## config.mk

```make
export PLATFORM = sky130hd
export DESIGN_NAME = dmem_arbiter
export DESIGN_NICKNAME = d
export VERILOG_FILES = /design/src/rtl/dmem_arb_pkg.sv /design/src/rtl/rr_pick2.sv /design/src/rtl/dmem_arbiter.sv
export SDC_FILE = /design/constraint.sdc
export NUM_CORES = 1
export LEC_CHECK = 0
export ABC_CLOCK_PERIOD_IN_PS = 2500
export CAP_MARGIN = 20
export CORE_AREA = 2 2 120 122
export DETAILED_ROUTE_END_ITERATION = 10
export DIE_AREA = 0 0 122 124
export GPL_ROUTABILITY_DRIVEN = 0
export SLEW_MARGIN = 20
export SYNTH_ARGS = -nofsm -noshare
export SYNTH_HDL_FRONTEND = slang
export SYNTH_HIERARCHICAL = 1
export SYNTH_SLANG_ARGS = --single-unit
```

## constraint.sdc

```tcl
create_clock -name clk -period 2.5 [get_ports clk]
set_clock_uncertainty 0.15 [all_clocks]
set_input_delay 0.5 -clock clk [delete_from_list [all_inputs] [get_ports clk]]
set_output_delay 0.5 -clock clk [all_outputs]
set_load 0.01 [all_outputs]
```

## src/rtl/dmem_arb_pkg.sv

```systemverilog
// Shared types and RV32 load/store funct3 encodings for the data-memory arbiter.
package dmem_arb_pkg;

  typedef enum logic {REQ_CPU = 1'b0, REQ_DBG = 1'b1} req_id_t;

  typedef enum logic {IDLE = 1'b0, WAIT = 1'b1} arb_state_t;

  localparam logic [2:0] LB  = 3'b000;
  localparam logic [2:0] LH  = 3'b001;
  localparam logic [2:0] LW  = 3'b010;
  localparam logic [2:0] LBU = 3'b100;
  localparam logic [2:0] LHU = 3'b101;
  localparam logic [2:0] SB  = 3'b000;
  localparam logic [2:0] SH  = 3'b001;
  localparam logic [2:0] SW  = 3'b010;

endpackage

```

## src/rtl/rr_pick2.sv

```systemverilog
// Combinational two-way round-robin pick: on a tie, the side that did not win last time wins.
module rr_pick2
  import dmem_arb_pkg::*;
(
  input  logic [1:0] req_i,
  input  req_id_t    last_i,
  output logic [1:0] gnt_o
);

  always_comb begin
    gnt_o = '0;
    case (req_i)
      2'b01:   gnt_o = 2'b01;
      2'b10:   gnt_o = 2'b10;
      2'b11:   gnt_o = (last_i == REQ_DBG) ? 2'b01 : 2'b10;
      default: gnt_o = '0;
    endcase
  end

endmodule

```

## src/rtl/dmem_arbiter.sv

```systemverilog
// Shares one data-memory port between the CPU load/store path and the debug/loader master,
// tracking read latency and returning read data to the access owner.
module dmem_arbiter
  import dmem_arb_pkg::*;
#(
  parameter int unsigned RD_LATENCY = 1,
  parameter int unsigned AW         = 32,
  parameter int unsigned DW         = 32
) (
  input  logic          clk,
  input  logic          rst,
  input  logic          cpu_req_i,
  input  logic          cpu_we_i,
  input  logic [AW-1:0] cpu_addr_i,
  input  logic [DW-1:0] cpu_wdata_i,
  input  logic [2:0]    cpu_funct3_i,
  output logic          cpu_gnt_o,
  output logic          cpu_rvalid_o,
  output logic [DW-1:0] cpu_rdata_o,
  output logic          cpu_stall_o,
  input  logic          dbg_req_i,
  input  logic          dbg_we_i,
  input  logic [AW-1:0] dbg_addr_i,
  input  logic [DW-1:0] dbg_wdata_i,
  input  logic [2:0]    dbg_funct3_i,
  output logic          dbg_gnt_o,
  output logic          dbg_rvalid_o,
  output logic [DW-1:0] dbg_rdata_o,
  output logic [AW-1:0] mem_a_o,
  output logic [DW-1:0] mem_wd_o,
  output logic          mem_we_o,
  output logic [2:0]    mem_funct3_o,
  input  logic [DW-1:0] mem_rd_i
);

  localparam logic [2:0] CNT_LOAD = (RD_LATENCY == 0) ? 3'd0 : 3'(RD_LATENCY - 1);
  localparam logic       COMB_RD  = (RD_LATENCY == 0);

  arb_state_t state_q, state_d;
  logic [2:0] cnt_q, cnt_d;
  req_id_t    owner_q, owner_d;
  req_id_t    rr_q, rr_d;

  logic       issue_win;
  logic       wait_done;
  logic [1:0] req_vec;
  logic [1:0] gnt;
  logic       any_gnt;
  logic       win_dbg;
  logic       win_we;
  logic       comb_rv;

  // Gating with rst keeps every strobe low while reset is held, even with requests asserted.
  assign wait_done = rst & (state_q == WAIT) & (cnt_q == '0);
  assign issue_win = rst & ((state_q == IDLE) | (cnt_q == '0));
  assign req_vec   = {dbg_req_i, cpu_req_i} & {2{issue_win}};

  rr_pick2 u_pick (
    .req_i  (req_vec),
    .last_i (rr_q),
    .gnt_o  (gnt)
  );

  assign any_gnt = |gnt;
  assign win_dbg = gnt[1];
  assign win_we  = win_dbg ? dbg_we_i : cpu_we_i;
  assign comb_rv = COMB_RD & any_gnt & ~win_we;

  always_comb begin
    mem_a_o      = '0;
    mem_wd_o     = '0;
    mem_we_o     = 1'b0;
    mem_funct3_o = '0;
    if (any_gnt) begin
      mem_a_o      = win_dbg ? dbg_addr_i   : cpu_addr_i;
      mem_wd_o     = win_dbg ? dbg_wdata_i  : cpu_wdata_i;
      mem_funct3_o = win_dbg ? dbg_funct3_i : cpu_funct3_i;
      mem_we_o     = win_we;
    end
  end

  assign cpu_gnt_o    = gnt[0];
  assign dbg_gnt_o    = gnt[1];
  assign cpu_rvalid_o = (wait_done & (owner_q == REQ_CPU)) | (comb_rv & ~win_dbg);
  assign dbg_rvalid_o = (wait_done & (owner_q == REQ_DBG)) | (comb_rv & win_dbg);
  assign cpu_rdata_o  = cpu_rvalid_o ? mem_rd_i : '0;
  assign dbg_rdata_o  = dbg_rvalid_o ? mem_rd_i : '0;
  assign cpu_stall_o  = cpu_req_i & ~(cpu_gnt_o & cpu_we_i) & ~cpu_rvalid_o;

  always_comb begin
    state_d = state_q;
    cnt_d   = cnt_q;
    owner_d = owner_q;
    rr_d    = rr_q;
    if (state_q == WAIT) begin
      if (cnt_q != '0) cnt_d = cnt_q - 3'd1;
      else             state_d = IDLE;
    end
    // A read granted in the rvalid cycle re-arms WAIT, overriding the return to IDLE.
    if (any_gnt) begin
      rr_d = win_dbg ? REQ_DBG : REQ_CPU;
      if (!win_we && !COMB_RD) begin
        state_d = WAIT;
        cnt_d   = CNT_LOAD;
        owner_d = win_dbg ? REQ_DBG : REQ_CPU;
      end
    end
  end

  always_ff @(posedge clk or negedge rst) begin
    if (!rst) begin
      state_q <= IDLE;
      cnt_q   <= '0;
      owner_q <= REQ_CPU;
      rr_q    <= REQ_DBG;
    end else begin
      state_q <= state_d;
      cnt_q   <= cnt_d;
      owner_q <= owner_d;
      rr_q    <= rr_d;
    end
  end

endmodule

```

==> run metrics <==
chip height 124 um; row count 43; Clk Latency, worst-skew pair 230 ps; Root Buffer clkbuf_16; Pwr Total 0.001200 W; H-tree Lvls 1; sequential fraction of the synthesis area 9.878%; # setup viols final 70; VDD IR max 250.7 uV; failing checks setup timing; placed instance area 4965 um^2; Max-Cap Viols 0; DRC viols 0; cts bufs inserted 3; ys flop type dfrtp_1; ANT nets after route 0; Period minus WS final 2887 ps; M3 GR Usage 4.350%; Final WS setup -386.8 ps; clk buf depth 2; largest net degree at the start of global routing 35; top-area cell type share of the netlist area 38.29%; Setup CP Type reg -> out; CP Launch Type register; die footprint 15130 um^2; Die W 122 um; EDFF count, synth 0; Max Fanout on Critical Path 7; Syn Inst Count 194; fin. max-slew vios 0; Routed Wire Length 12850 um; Ports 309; Area Growth Syn to Fin 248.5%; clock sink count 6; Ys Warns 6; FFs w/ async S/R, synth 100.0%; clk slew on worst S/H paths 30 ps; drt first-iter violations 32; CP Capture Type output port; vias per cell 4.099; Peak Freq 346.4 MHz; CTS tree done; CTS Hold Bufs 0; status finished, violations left; worst slew pin tran 388.0 ps; Ant. Diodes 0; Starting Density 11.17%; final instance area 5341 um^2; synthesized cell area 1533 um^2; Synth Register Bits 6; Hold Fails Final Rpt 0; count of different cell masters after synthesis 29; met2 usage 29.26%; Rel. slew slack 73.97%; Avg Synthesized Cell Area 7.901 um^2; period utilization 115.5%; Data required, critical path 1850 ps; Leakage 3.425 nW; pwr dens 224.7 nW/um^2; Critical Path AT 2240 ps; initial antenna violation count 0; first-pass GRT wire length 16970 um; Layout Nets 704; GRT overflow 0; Hold Crit Class in -> async; GRT Resource Usage Total 14.68%; DRT Pass-1 Iters 4; Synth Net Count 368; vias in the first global route 2896; PortBufs 308; grt met1 use 15.39%; Synth area leaders a22o_1, and2_1, dfrtp_1, buf_6, and2_2; hpwl dp 10090 um; gr busiest metal met2; Synth area leader a22o_1; share of cells above drive strength 1 26.84%; Vias 2906; post-DR wirelength/cell 18.12 um; setup TNS -19700 ps; Core ar. 13720 um^2; RSZ-0062 raised after global routing true; final core utilization 38.93%
[critical path, stage by stage, from the launching register on]
cell,delay (ps)
dfrtp_1,350
inv_2,60
ha_4,160
nand2b_4,80
nand2_4,60
and3_4,170
buf_6,110
a21boi_4,190
nor2_4,70
buf_8,140
buf_12,130
buf_16,130
a22o_1,190
buf_2,130
[cell usage in the layout, fill, tap and decap left out, types with 3 or more instances in the layout]
cell type,Yosys,routed
a22o_1,67,67
buf_4,4,31
dlymetal6s2s_1,0,64
buf_12,0,5
nor2_1,3,3
clkbuf_2,0,3
nor2_4,2,3
clkdlybuf4s50_1,0,169
buf_2,4,47
dfrtp_1,5,5
nand2_1,5,3
inv_2,0,3
buf_6,6,20
buf_16,0,8
and2_1,60,60
and2_2,4,4
clkbuf_16,0,3
[report_power, final]
| group | leakage, nW | internal [W] | switching, W | total [W] |
|---|---|---|---|---|
| logic | 3.31 | 0.000518 | 0.000302 | 0.000820 |
| registers | 0.0777 | 0.000106 | 0.00000583 | 0.000112 |
| clock network | 0.0382 | 0.000212 | 0.0000565 | 0.000268 |
| total | 3.43 | 0.000836 | 0.000365 | 0.00120 |
[metal layers]
| layer | up-vias | part of all wire, % | wire length [um] |
|---|---|---|---|
| met2 | 188 | 53 | 6812 |
| li1 | 1381 | - | - |
| met3 | 8 | 11 | 1435 |
| met5 | - | 0 | 0 |
| met4 | 0 | 0.96 | 123 |
| met1 | 1329 | 35 | 4473 |
[state kept, by name, summed over array words and instances (netlist names)]
| signal | cells |
|---|---|
| rr_q | 1 |
| owner_q | 1 |
| state_q | 1 |
| cnt_q | 3 |
[cell type report]
cell class | count | area [um^2]
clock buffers | 4 | 78.83
inverters | 5 | 18.77
multi-input cells | 162 | 1286
fillers | 1378 | 8378
well taps | 180 | 225.2
flip-flops and latches | 6 | 151.4
repair buffers | 352 | 3581
[path summary, 6_finish.rpt]
path / startpoint / to / slack (ps) / cells past startpoint
max: cnt_q[1] / mem_wd_o[9] / -390 / 13
min: rst / cnt_q[0] / 220 / 2
max reg2reg: cnt_q[1] / owner_q / 240 / 12
min reg2reg: state_q / state_q / 400 / 2
max in group asynchronous: rst / rr_q / 1810 / 2
min in group clk: state_q / state_q / 400 / 2
[synthesized netlist by cell type, types with 2 or more instances]
cell	number
clkbuf_1	5
inv_1	5
dfrtp_1	5
nor2_4	2
buf_1	2
buf_4	4
buf_6	6
and3_1	2
buf_2	4
ha_1	2
a22o_1	67
nand2_1	5
and2_2	4
and2_1	60
a21oi_1	2
nor2_1	3
nand2b_1	3
o21ai_0	2
[stage by stage]
stage               hold slack (ps)  std cells  worst slack [ps]
floorplan                     54.41        194             13.93
global placement              356.2        682            -794.4
detailed placement            372.7        682            -839.6
CTS                           258.5        703            -378.0
global route                  237.9        709            -460.4
finish                        224.4        709            -386.8
[repair_timing]
action | 4_1_cts | 5_1_grt
endpoints found under the setup margin | 137 | 137
gates cloned | 7 | 0
resized for setup | 331 | 77
buffers inserted | 10 | 7
pin swaps | 8 | 6
[kinds of logic (layout without fill, tap and decap cells)]
logic type | Yosys count | count (layout) | synth area share [%]
AND/OR/NAND/NOR | 82 | 82 | 34.20
AO/OA/AOI/OAI | 77 | 77 | 43.02
flip-flops | 6 | 6 | 9.878
buffers and inverters | 26 | 361 | 10.61
multiplexers | 1 | 1 | 0.6531
adder cells (fa/ha/maj) | 2 | 2 | 1.632
No activity file was read; power rests on OpenSTA's default activity.
